--- config.mk ---
export PLATFORM = sky130hd
export DESIGN_NAME = unsigned_16by8_div_seq
export DESIGN_NICKNAME = d
export VERILOG_FILES = /design/src/rtl/unsigned_16by8_div_seq.sv
export SDC_FILE = /design/constraint.sdc
export NUM_CORES = 1
export LEC_CHECK = 0
export BUFFER_PORTS_ARGS = -buffer_cell sky130_fd_sc_hd__buf_2
export CAP_MARGIN = 10
export CORE_UTILIZATION = 40
export CTS_CLUSTER_DIAMETER = 50
export CTS_CLUSTER_SIZE = 28
export DETAILED_ROUTE_END_ITERATION = 12
export PLACE_DENSITY = 0.64
export SYNTH_ARGS = -nofsm -noshare
export SYNTH_HDL_FRONTEND = slang
export SYNTH_SLANG_ARGS = --single-unit
--- constraint.sdc ---
create_clock -name clk -period 2.85 [get_ports clk]
set_input_delay 0.4275 -clock clk [delete_from_list [all_inputs] [get_ports clk]]
set_output_delay 0.4275 -clock clk [all_outputs]
set_load 0.05 [all_outputs]
--- src/rtl/unsigned_16by8_div_seq.sv ---
// ============================================================================
// unsigned_16by8_div_seq : sequential restoring divider, 16-bit / 8-bit -> q16, r8
// Revision 1.0
// ============================================================================
`default_nettype none

module unsigned_16by8_div_seq (
  input  logic        clk,
  input  logic        rst_n,
  input  logic        in_valid,
  output logic        in_ready,
  input  logic [15:0] z,
  input  logic [7:0]  y,
  output logic        out_valid,
  input  logic        out_ready,
  output logic [15:0] q,
  output logic [7:0]  r,
  output logic        div_by_zero
);

  typedef enum logic [1:0] {
    ST_IDLE = 2'd0,
    ST_BUSY = 2'd1,
    ST_DONE = 2'd2
  } state_t;

  state_t      state;
  logic [15:0] acc;       // dividend shifts out of the MSB, quotient bits enter at the LSB
  logic [7:0]  divisor;
  logic [7:0]  prem;
  logic [3:0]  cnt;

  logic [8:0]  trial;
  logic        take;
  logic [7:0]  diff;

  // The 9-bit trial value cannot overflow; a successful subtract always fits in 8 bits.
  assign trial = {prem, acc[15]};
  assign take  = (trial >= {1'b0, divisor});
  assign diff  = trial[7:0] - divisor;

  assign q = acc;
  assign r = prem;

  always_ff @(posedge clk or negedge rst_n) begin
    if (!rst_n) begin
      state       <= ST_IDLE;
      acc         <= 16'd0;
      divisor     <= 8'd0;
      prem        <= 8'd0;
      cnt         <= 4'd0;
      in_ready    <= 1'b1;
      out_valid   <= 1'b0;
      div_by_zero <= 1'b0;
    end else begin
      case (state)
        ST_IDLE: begin
          if (in_valid) begin
            divisor  <= y;
            cnt      <= 4'd0;
            in_ready <= 1'b0;
            if (y == 8'd0) begin
              acc         <= 16'hFFFF;
              prem        <= z[7:0];
              div_by_zero <= 1'b1;
              out_valid   <= 1'b1;
              state       <= ST_DONE;
            end else begin
              acc         <= z;
              prem        <= 8'd0;
              div_by_zero <= 1'b0;
              state       <= ST_BUSY;
            end
          end
        end

        ST_BUSY: begin
          acc  <= {acc[14:0], take};
          prem <= take ? diff : trial[7:0];
          cnt  <= cnt + 4'd1;
          if (cnt == 4'd15) begin
            out_valid <= 1'b1;
            state     <= ST_DONE;
          end
        end

        ST_DONE: begin
          if (out_ready) begin
            out_valid <= 1'b0;
            in_ready  <= 1'b1;
            state     <= ST_IDLE;
          end
        end

        default: begin
          out_valid <= 1'b0;
          in_ready  <= 1'b1;
          state     <= ST_IDLE;
        end
      endcase
    end
  end

  // Results must not move while the consumer is stalling.
  a_hold_under_backpressure: assert property (
    @(posedge clk) disable iff (!rst_n)
      (out_valid && !out_ready) |=> (out_valid && $stable(q) && $stable(r) && $stable(div_by_zero))
  );

  a_ready_valid_exclusive: assert property (
    @(posedge clk) disable iff (!rst_n) !(in_ready && out_valid)
  );

endmodule

`default_nettype wire

### Word level (Yosys, flattened, before mapping)

Index checks and enable logic that the tools add are counted.

| word-level totals | value |
|---|---|
| memory bits (read-only) | 0 |
| memories kept | 0 |
| bits in writable memories | 0 |
| logic and storage cells | 50 |
| output and inout bits | 27 |
| bits in latches | 0 |
| register bits | 41 |

| operators by class | value |
|---|---|
| eq/ne operators | 7 |
| mux-type cells | 23 |
| $lt $le $gt $ge | 1 |
| reduce and logical (&&, ||, !) cells | 8 |
| bitwise logic cells | 1 |
| shift-type cells | 0 |
| div/mod/pow operators | 0 |
| add/sub/neg operators | 2 |
| multipliers | 0 |

Operator list:

| cell | count |
|---|---|
| 16-bit 2-to-1 mux | 2 |
| 16-bit one-hot mux with 2 select lines | 1 |
| 8-bit 2-to-1 mux | 3 |
| 8-bit one-hot mux with 2 select lines | 1 |
| 9-bit by 8-bit greater-or-equal comparator with 1-bit output | 1 |
| 8-bit zero test | 1 |
| 2-bit 2-to-1 mux | 4 |
| 2-bit inequality test (second input constant) | 4 |
| 4-bit one-hot mux with 2 select lines | 1 |
| 8-bit subtractor | 1 |
| 1-bit 2-to-1 mux | 7 |
| 1-bit one-hot mux with 3 select lines | 2 |
| 2-bit one-hot mux with 3 select lines | 1 |
| 3-bit AND reduction | 2 |
| 4-bit by 1-bit adder with 4-bit output (second input constant) | 1 |
| 4-bit equality test (second input constant) | 1 |
| 4-bit 2-to-1 mux | 1 |
| 2-bit AND reduction | 2 |
| 4-bit AND reduction | 1 |
| 2-bit by 1-bit equality test with 1-bit output (second input constant) | 1 |
| 2-bit equality test (second input constant) | 1 |
| 2-bit zero test | 1 |
| 2-bit nonzero test | 1 |
| 1-bit inverter | 1 |

### Depth between registers and ports, before layout

Gate-level depths: netlist of run 1.

| depth | value |
|---|---|
| word-level depth | 4 |
| gate-level depth with buffers | 9 |
| gate-level depth less buffers | 8 |

### Worst setup path after synthesis of run 1

No wires, ideal clock.

| path | value |
|---|---|
| kind | register to register |
| start point | register prem[5], in the netlist r[5] |
| end point | register acc[0], in the netlist q[0] |
| stages on the path, launching flop included | 9 |
| clock period less this slack | 2.445 ns |
| arrival time | 2.319 ns |
| buffers on the path | 2 |
| path slack | 0.405 ns |
| required time | 2.724 ns |
| cell sequence | dfrtp_1 ha_1 a21oi_2 nor2b_1 or3_1 buf_6 or2_1 buf_6 a221o_1 |

| on the way | value |
|---|---|
| word-level cells in the longest chain between the ends | 2 |

RTL lines:

| item | line | text |
|---|---|---|
| start: declaration | 30 | `logic [7:0] prem;` |
| start signal: assignment | 64 | `prem <= z[7:0];` |
| start signal: assignment | 79 | `prem <= take ? diff : trial[7:0];` |
| 9-bit by 8-bit greater-or-equal comparator with 1-bit output | 39 | `assign take = (trial >= {1'b0, divisor});` |
| 16-bit one-hot mux with 2 select lines | 56 | `case (state)` |
| end signal: assignment | 69 | `acc <= z;` |
| end signal: assignment | 78 | `acc <= {acc[14:0], take};` |
| end: declaration | 28 | `logic [15:0] acc;` |

No other way between the ends.
A chain may end at the register's enable or synchronous reset.

### Worst setup path in the final report of run 1

Same ends and word-level chain as after synthesis.

==> results of run 1 <==
## flip-flops by register name, indices dropped and copies added, names as in the netlist
register,count
in_ready,1
out_valid,1
divisor,8
state,2
cnt,4
r,8
q,16
div_by_zero,1
## cells in the mapped netlist (all sizes together), types with 5 or more instances
library cell / count
o22ai: 10
a21oi: 9
inv: 10
dfrtp: 40
nand2: 35
a22oi: 8
nor4: 5
clkbuf: 10
buf: 5
nor2: 25
o21ai: 25
nand3: 10
a31oi: 5
nor2b: 5
ha: 9
## worst max-delay path, cell delays in order (launching register included)
cell and delay, ns:
dfrtp_1 0.42, ha_1 0.37, a21oi_2 0.21, nor2b_1 0.08
or3_1 0.46, or2_1 0.41, a221o_1 0.33
## worst max-delay path by stage
| stage | start | depth (start not counted) | end | slack (ns) |
|---|---|---|---|---|
| 2_1_floorplan | r[5]$_DFFE_PN0P_ | 8 | q[0]$_DFFE_PN0P_ | 0.40 |
| 3_3_place_gp | r[5]$_DFFE_PN0P_ | 6 | q[0]$_DFFE_PN0P_ | 0.57 |
| 3_5_place_dp | r[5]$_DFFE_PN0P_ | 6 | q[0]$_DFFE_PN0P_ | 0.49 |
| 4_1_cts | r[5]$_DFFE_PN0P_ | 6 | q[0]$_DFFE_PN0P_ | 0.48 |
| 5_1_grt | r[5]$_DFFE_PN0P_ | 6 | q[0]$_DFFE_PN0P_ | 0.38 |
| 6_report | r[5]$_DFFE_PN0P_ | 6 | q[0]$_DFFE_PN0P_ | 0.46 |
## layout make-up
type,count,area (sq um),share of cell area
timing repair buffer,59,308,0.113
tap,72,90.1,0.0331
multi-input combinational,188,1170,0.428
sequential,41,1030,0.377
inverter,10,37.5,0.0138
clock inverter,2,13.8,0.00505
clock buffer,6,82.6,0.0303
## kinds of logic after synthesis
family	after synthesis
buf+inv	25
flops	41
simple gates	99
compound gates	76
xor+xnor	3
fa+ha+maj	10
## stage by stage
stage / hold WS [ns] / cells / util / area [sq um] / setup WS, ns
floorplan: 0.132 / 254 / - / 2300 / 0.405
global placement: 0.467 / 370 / 0.477 / 2630 / 0.573
detailed placement: 0.474 / 370 / 0.477 / 2630 / 0.486
CTS: 0.301 / 378 / 0.495 / 2730 / 0.483
global route: 0.338 / 378 / 0.495 / 2730 / 0.377
finish: 0.265 / 378 / 0.495 / 2730 / 0.460
## routing by layer
| layer | global-route usage | vias to the layer above | wire length (um) |
|---|---|---|---|
| met3 | 0.0412 | 6 | 186 |
| li1 | - | 1030 | - |
| met4 | 0.0585 | 0 | 62 |
| met5 | 0 | - | 0 |
| met2 | 0.291 | 40 | 2500 |
| met1 | 0.279 | 953 | 2690 |
==> summary.txt, run 1 <==
Synth
  – Total standard cell area after synthesis: 2300 sq um
  – Area fraction in compound gates after synthesis: 0.227
  – Synthesis-stage register bit count: 41
  – Register area share after synthesis: 0.447
  – Adder-cell area share of the yosys netlist: 0.0577
  – Cell variety after synth: 49
  – Top cell type by total area after synthesis: dfrtp_1
  – Simple-gate area share of the yosys netlist: 0.208
  – Average footprint of a synthesized cell: 9.04 sq um
  – Area fraction of the dominant cell type after synthesis: 0.436
  – Post-synthesis async set-or-reset flop share: 1.00
  – Synth Net Count: 292
  – Xor and xnor area share after synthesis: 0.0114
  – Warnings, synthesis: 0
  – Top post-synthesis cells by area: dfrtp_1 (44%), nand2_1 (5.7%), ha_1 (4.9%)
  – Share of cell area taken by muxes after synthesis: 0
  – Dominant combinational cell family by area after synthesis: compound AO/OA/AOI/OAI gates
  – Number of flops mapped to enable cells by yosys: 0
  – Synthesized instance count: 254
  – Commonest register cell after synthesis: dfrtp_1

Timing
  – Accumulated negative setup slack: 0 ns
  – Count of final hold-check violations: 0
  – Unrepaired setup endpoints after global routing: no
  – Post-route fraction of the period consumed by the critical path: 0.839
  – Slew at the pin closest to its max-slew limit: 0.917 ns
  – Setup-violating endpoint count in the final report: 0
  – Post-layout minimum cycle time: 2.39 ns
  – Max-slew violation count: 0
  – Highest clock rate: 418 MHz
  – Skew final: 0.00825 ns
  – Max_slew headroom: 0.388

Placement
  – Port-buffer cells: 54
  – Final weighted congestion in routability-driven placement: 0.896
  – Detailed placer's ending HPWL: 4030 um

Die
  – Total core area: 5510 sq um
  – Area enclosed by the die boundary: 6050 sq um
  – Height of the die: 77.8 um
  – Cell Rows: 27
  – Effective utilization at floorplan: 0.417
  – Count of pins on the block boundary: 55
  – Die W: 77.8 um

Clock network
  – CTS clock-pin slew for the worst setup and hold paths: 0.08 ns
  – Post-cts sizing count: 0
  – Total number of clock tree sinks: 41
  – Cts hold-fix bufs: 0
  – Longest Clk Path Bufs: 2
  – Clk Tree Root Cell: clkbuf_8
  – Count of H-tree levels built during CTS: 2
  – Later-pin clock latency in the skew report: 0.29 ns
  – CTS tree: done
  – Number of buffers added by the clock tree synthesis step: 5
  – Count of buffers added by post-CTS timing repair for setup: 0

Detailed routing
  – DR iter-0 viols: 119
  – Number of detailed-routing iterations run before antenna repair: 4
  – DRT antenna net count: 0
  – Routed wire per std cell: 14.4 um
  – Via Count: 2029
  – # DRC: 0
  – Post-DR vias/cell: 5.37
  – Post-Route WL: 5450 um

Final layout
  – Layout cells sized above 1: 0.265
  – Layout fillers: 545
  – Total number of nets in the final design: 343
  – Number of antenna repair diodes: 0
  – Most frequent cells in the layout: buf_2 (54), dfrtp_1 (40), nand2_1 (35)
  – Syn-to-layout area delta: 18.6%
  – Most common library cell in the layout ignoring fill and taps: buf_2

Worst setup path
  – Critical path required time: 3.03 ns
  – Reg2Reg Setup Slack: 0.46 ns
  – Crit Reg-Reg Endpoint: q[0]$_DFFE_PN0P_
  – Worst Setup End Kind: flop
  – Worst EP arrival: 2.57 ns
  – Critical path start-end classification: reg -> reg
  – CP Launch Type: flop
  – Crit path max fanout: 10
  – R2r startpoint: r[5]$_DFFE_PN0P_
  – FF-to-FF path depth: 6

Min path
  – Path class of the lowest-slack min-delay path: in -> async

Job
  – Maximum Capacitance Violations: 0

Outcome
  – Run status: complete, no violations

GRT
  – Number of global-route vias before repair: 1840
  – First-pass GRT wire length: 9090 um
  – Gr ovfl total: 0
  – Antenna violations before repair: 0
  – GRT Resource Usage Total: 0.194
  – Maximum number of pins on one net before global-route repair: 42
Power of run 1 is not shown: default switching activity piles up to over one toggle a cycle in this logic, so the estimate is an artifact.
==> run 2: changes to the inputs <==
--- a/config.mk
+++ b/config.mk
@@ -5,6 +5,7 @@
 export SDC_FILE = /design/constraint.sdc
 export NUM_CORES = 1
 export LEC_CHECK = 0
+export ABC_AREA = 1
 export BUFFER_PORTS_ARGS = -buffer_cell sky130_fd_sc_hd__buf_2
 export CAP_MARGIN = 10
 export CORE_UTILIZATION = 40
==> constraint.sdc (replaced) <==
create_clock -name clk -period 2.3 [get_ports clk]
set_input_delay 0.345 -clock clk [delete_from_list [all_inputs] [get_ports clk]]
set_output_delay 0.345 -clock clk [all_outputs]
set_load 0.05 [all_outputs]
==> summary.txt, run 2 <==
Outcome
  – Run status: complete, no violations

Detailed routing
  – Post-Route WL: 6230 um (+14%)
  – Post-DR vias/cell: 5.05 (-5.9%)
  – # DRC: 0 (unchanged)
  – Via Count: 2319 (+14%)
  – DRT antenna net count: 0 (unchanged)
  – DR iter-0 viols: 107 (-10%)
  – Routed wire per std cell: 13.6 um (-5.8%)
  – Number of detailed-routing iterations run before antenna repair: 4 (unchanged)

Synth
  – Simple-gate area share of the yosys netlist: 0.273 (+0.0654)
  – Top post-synthesis cells by area: dfrtp_1 (40%), nand2_1 (14%), inv_1 (7.5%)
  – Share of cell area taken by muxes after synthesis: 0 (unchanged)
  – Dominant combinational cell family by area after synthesis: simple AND/OR/NAND/NOR gates
  – Register area share after synthesis: 0.408 (-0.0389)
  – Total standard cell area after synthesis: 2520 sq um (+9.5%)
  – Top cell type by total area after synthesis: dfrtp_1
  – Synth top cells by count: nand2_1 (91), inv_1 (50), dfrtp_1 (40)
  – Post-synthesis async set-or-reset flop share: 1.00 (unchanged)
  – Number of flops mapped to enable cells by yosys: 0 (unchanged)
  – Leading cell type by number of instances after synthesis: nand2_1
  – Cell variety after synth: 40 (-18%)
  – Area fraction of the dominant cell type after synthesis: 0.398 (-0.0379)
  – Synth Net Count: 364 (+25%)
  – Area fraction in compound gates after synthesis: 0.146 (-0.0809)
  – Synthesized instance count: 326 (+28%)
  – Average footprint of a synthesized cell: 7.72 sq um (-15%)
  – Synthesis-stage register bit count: 41 (unchanged)
  – Warnings, synthesis: 0 (unchanged)
  – Xor and xnor area share after synthesis: 0.0139 (+0.00249)
  – Adder-cell area share of the yosys netlist: 0.0527 (-0.00502)
  – Commonest register cell after synthesis: dfrtp_1

GRT
  – Number of global-route vias before repair: 2211 (+20%)
  – Gr ovfl total: 0 (unchanged)
  – First-pass GRT wire length: 10300 um (+14%)
  – Maximum number of pins on one net before global-route repair: 24 (-43%)
  – Antenna violations before repair: 0 (unchanged)
  – GRT Resource Usage Total: 0.208 (+0.0137)

Die
  – Effective utilization at floorplan: 0.420 (+0.00283)
  – Count of pins on the block boundary: 55 (unchanged)
  – Cell Rows: 28 (+3.7%)
  – Die W: 81.3 um (+4.5%)
  – Height of the die: 81.3 um (+4.5%)
  – Area enclosed by the die boundary: 6610 sq um (+9.3%)
  – Total core area: 5990 sq um (+8.8%)

Worst setup path
  – Critical Path Max Stage Delay: 0.42 ns (-0.04 ns)
  – Critical-path top delay cell: dfrtp_1
  – Worst-path cell chain: ha_1 > nand2_2 > inv_1 > nand2_1 > nand2_1 > nand2_1 > nand4_2 > nand2_1 > nand3_1 > a21boi_2
  – Worst EP arrival: 2.06 ns (-0.51 ns)
  – Critical path start-end classification: reg -> reg
  – Crit-path most repeated cell: nand2_1
  – Crit path max fanout: 9 (-1)
  – CP delay by family, top: simple AND/OR/NAND/NOR gates
  – R2r startpoint: r[2]$_DFFE_PN0P_
  – Buffers plus inverters on the worst setup path: 1 (+1)
  – Critical path required time: 2.53 ns (-0.50 ns)
  – CP Launch Type: flop
  – Worst Setup End Kind: flop
  – Worst setup path start: r[2]$_DFFE_PN0P_

Timing
  – Count of final hold-check violations: 0 (unchanged)
  – Highest clock rate: 545 MHz (+30%)
  – Slew at the pin closest to its max-slew limit: 0.506 ns (-0.412 ns)
  – Skew final: 0.00754 ns (-0.000718 ns)
  – Max-slew violation count: 0 (unchanged)
  – Post-layout minimum cycle time: 1.84 ns (-0.554 ns)
  – Accumulated negative setup slack: 0 ns (unchanged)
  – Max_slew headroom: 0.663 (+0.274)
  – Setup-violating endpoint count in the final report: 0 (unchanged)
  – Crit path setup slack, layout: 0.465 ns (+0.00442 ns)
  – Unrepaired setup endpoints after global routing: no
  – Post-route fraction of the period consumed by the critical path: 0.798 (-0.0405)

Clock network
  – Longest Clk Path Bufs: 2 (unchanged)
  – CTS clock-pin slew for the worst setup and hold paths: 0.08 ns (about the same)
  – CTS tree: done
  – Number of buffers added by the clock tree synthesis step: 5 (unchanged)
  – Later-pin clock latency in the skew report: 0.29 ns (about the same)
  – Count of H-tree levels built during CTS: 2 (unchanged)
  – Cts hold-fix bufs: 0 (unchanged)
  – Total number of clock tree sinks: 41 (unchanged)
  – Count of buffers added by post-CTS timing repair for setup: 0 (unchanged)
  – Clk Tree Root Cell: clkbuf_8
  – Post-cts sizing count: 0 (unchanged)

Final layout
  – Layout fillers: 613 (+12%)
  – Layout cells sized above 1: 0.237 (-0.0277)
  – Most common library cell in the layout ignoring fill and taps: nand2_1
  – Number of antenna repair diodes: 0 (unchanged)
  – Total number of nets in the final design: 421 (+23%)
  – Syn-to-layout area delta: 17.8%
  – Most frequent cells in the layout: nand2_1 (91), buf_2 (54), inv_1 (50)
  – Area used by multi-input combinational logic: 1220 sq um (+4.8%)
  – Area of all sequential standard cells: 1030 sq um (unchanged)
  – Flip-flop count of the largest register after layout: 16 (unchanged)

Placement
  – Worst slack at placement: 0.478 ns (-0.00765 ns)
  – Detailed placer's ending HPWL: 4920 um (+22%)
  – Final weighted congestion in routability-driven placement: 0.915 (+2.1%)
  – Port-buffer cells: 54 (unchanged)

Min path
  – Path class of the lowest-slack min-delay path: in -> async

Job
  – Maximum Capacitance Violations: 0 (unchanged)
-- run 2: area by class of cell --
class                   instances  share of cell area
flip-flops and latches         41               0.347
clock buffers                   7              0.0325
repair buffers                 60               0.106
clock inverters                 1             0.00169
well taps                      75              0.0317
multi-input cells             221               0.413
inverters                      54              0.0684
-- run 2: through the flow --
| stage | std cells | cell area (sq um) | hold WS, ns | util |
|---|---|---|---|---|
| floorplan | 326 | 2520 | 0.0494 | - |
| global placement | 451 | 2860 | 0.341 | 0.478 |
| detailed placement | 451 | 2860 | 0.343 | 0.478 |
| CTS | 459 | 2960 | 0.0185 | 0.495 |
| global route | 459 | 2960 | 0.0535 | 0.495 |
| finish | 459 | 2960 | 0.0113 | 0.495 |
-- run 2: metal layers --
| layer | up-vias | global-route usage | routed length (um) |
|---|---|---|---|
| met1 | 1090 | 0.282 | 3030 |
| met4 | 0 | 0.0696 | 104 |
| met3 | 9 | 0.0404 | 263 |
| met2 | 46 | 0.329 | 2830 |
| li1 | 1174 | - | - |
| met5 | - | 0 | 0 |
-- run 2: kinds of logic (layout without fill, tap and decap cells) --
kind of cell	after synthesis	in the layout
buffers and inverters	64	122
XOR/XNOR	4	4
flip-flops	41	41
AO/OA/AOI/OAI	56	56
AND/OR/NAND/NOR	151	151
adder cells (fa/ha/maj)	10	10
-- run 2: worst paths after layout --
check	end	slack (ns)	cells past startpoint
max	r[1]$_DFFE_PN0P_	0.46	10
min	q[15]$_DFFE_PN0P_	0.01	1
max reg2reg	r[1]$_DFFE_PN0P_	0.46	10
min reg2reg	div_by_zero$_DFFE_PN0P_	0.49	2
max in group asynchronous	q[7]$_DFFE_PN0P_	1.72	2
min in group clk	divisor[0]$_DFFE_PN0P_	0.27	3
Power of run 2 is left out for the same reason.
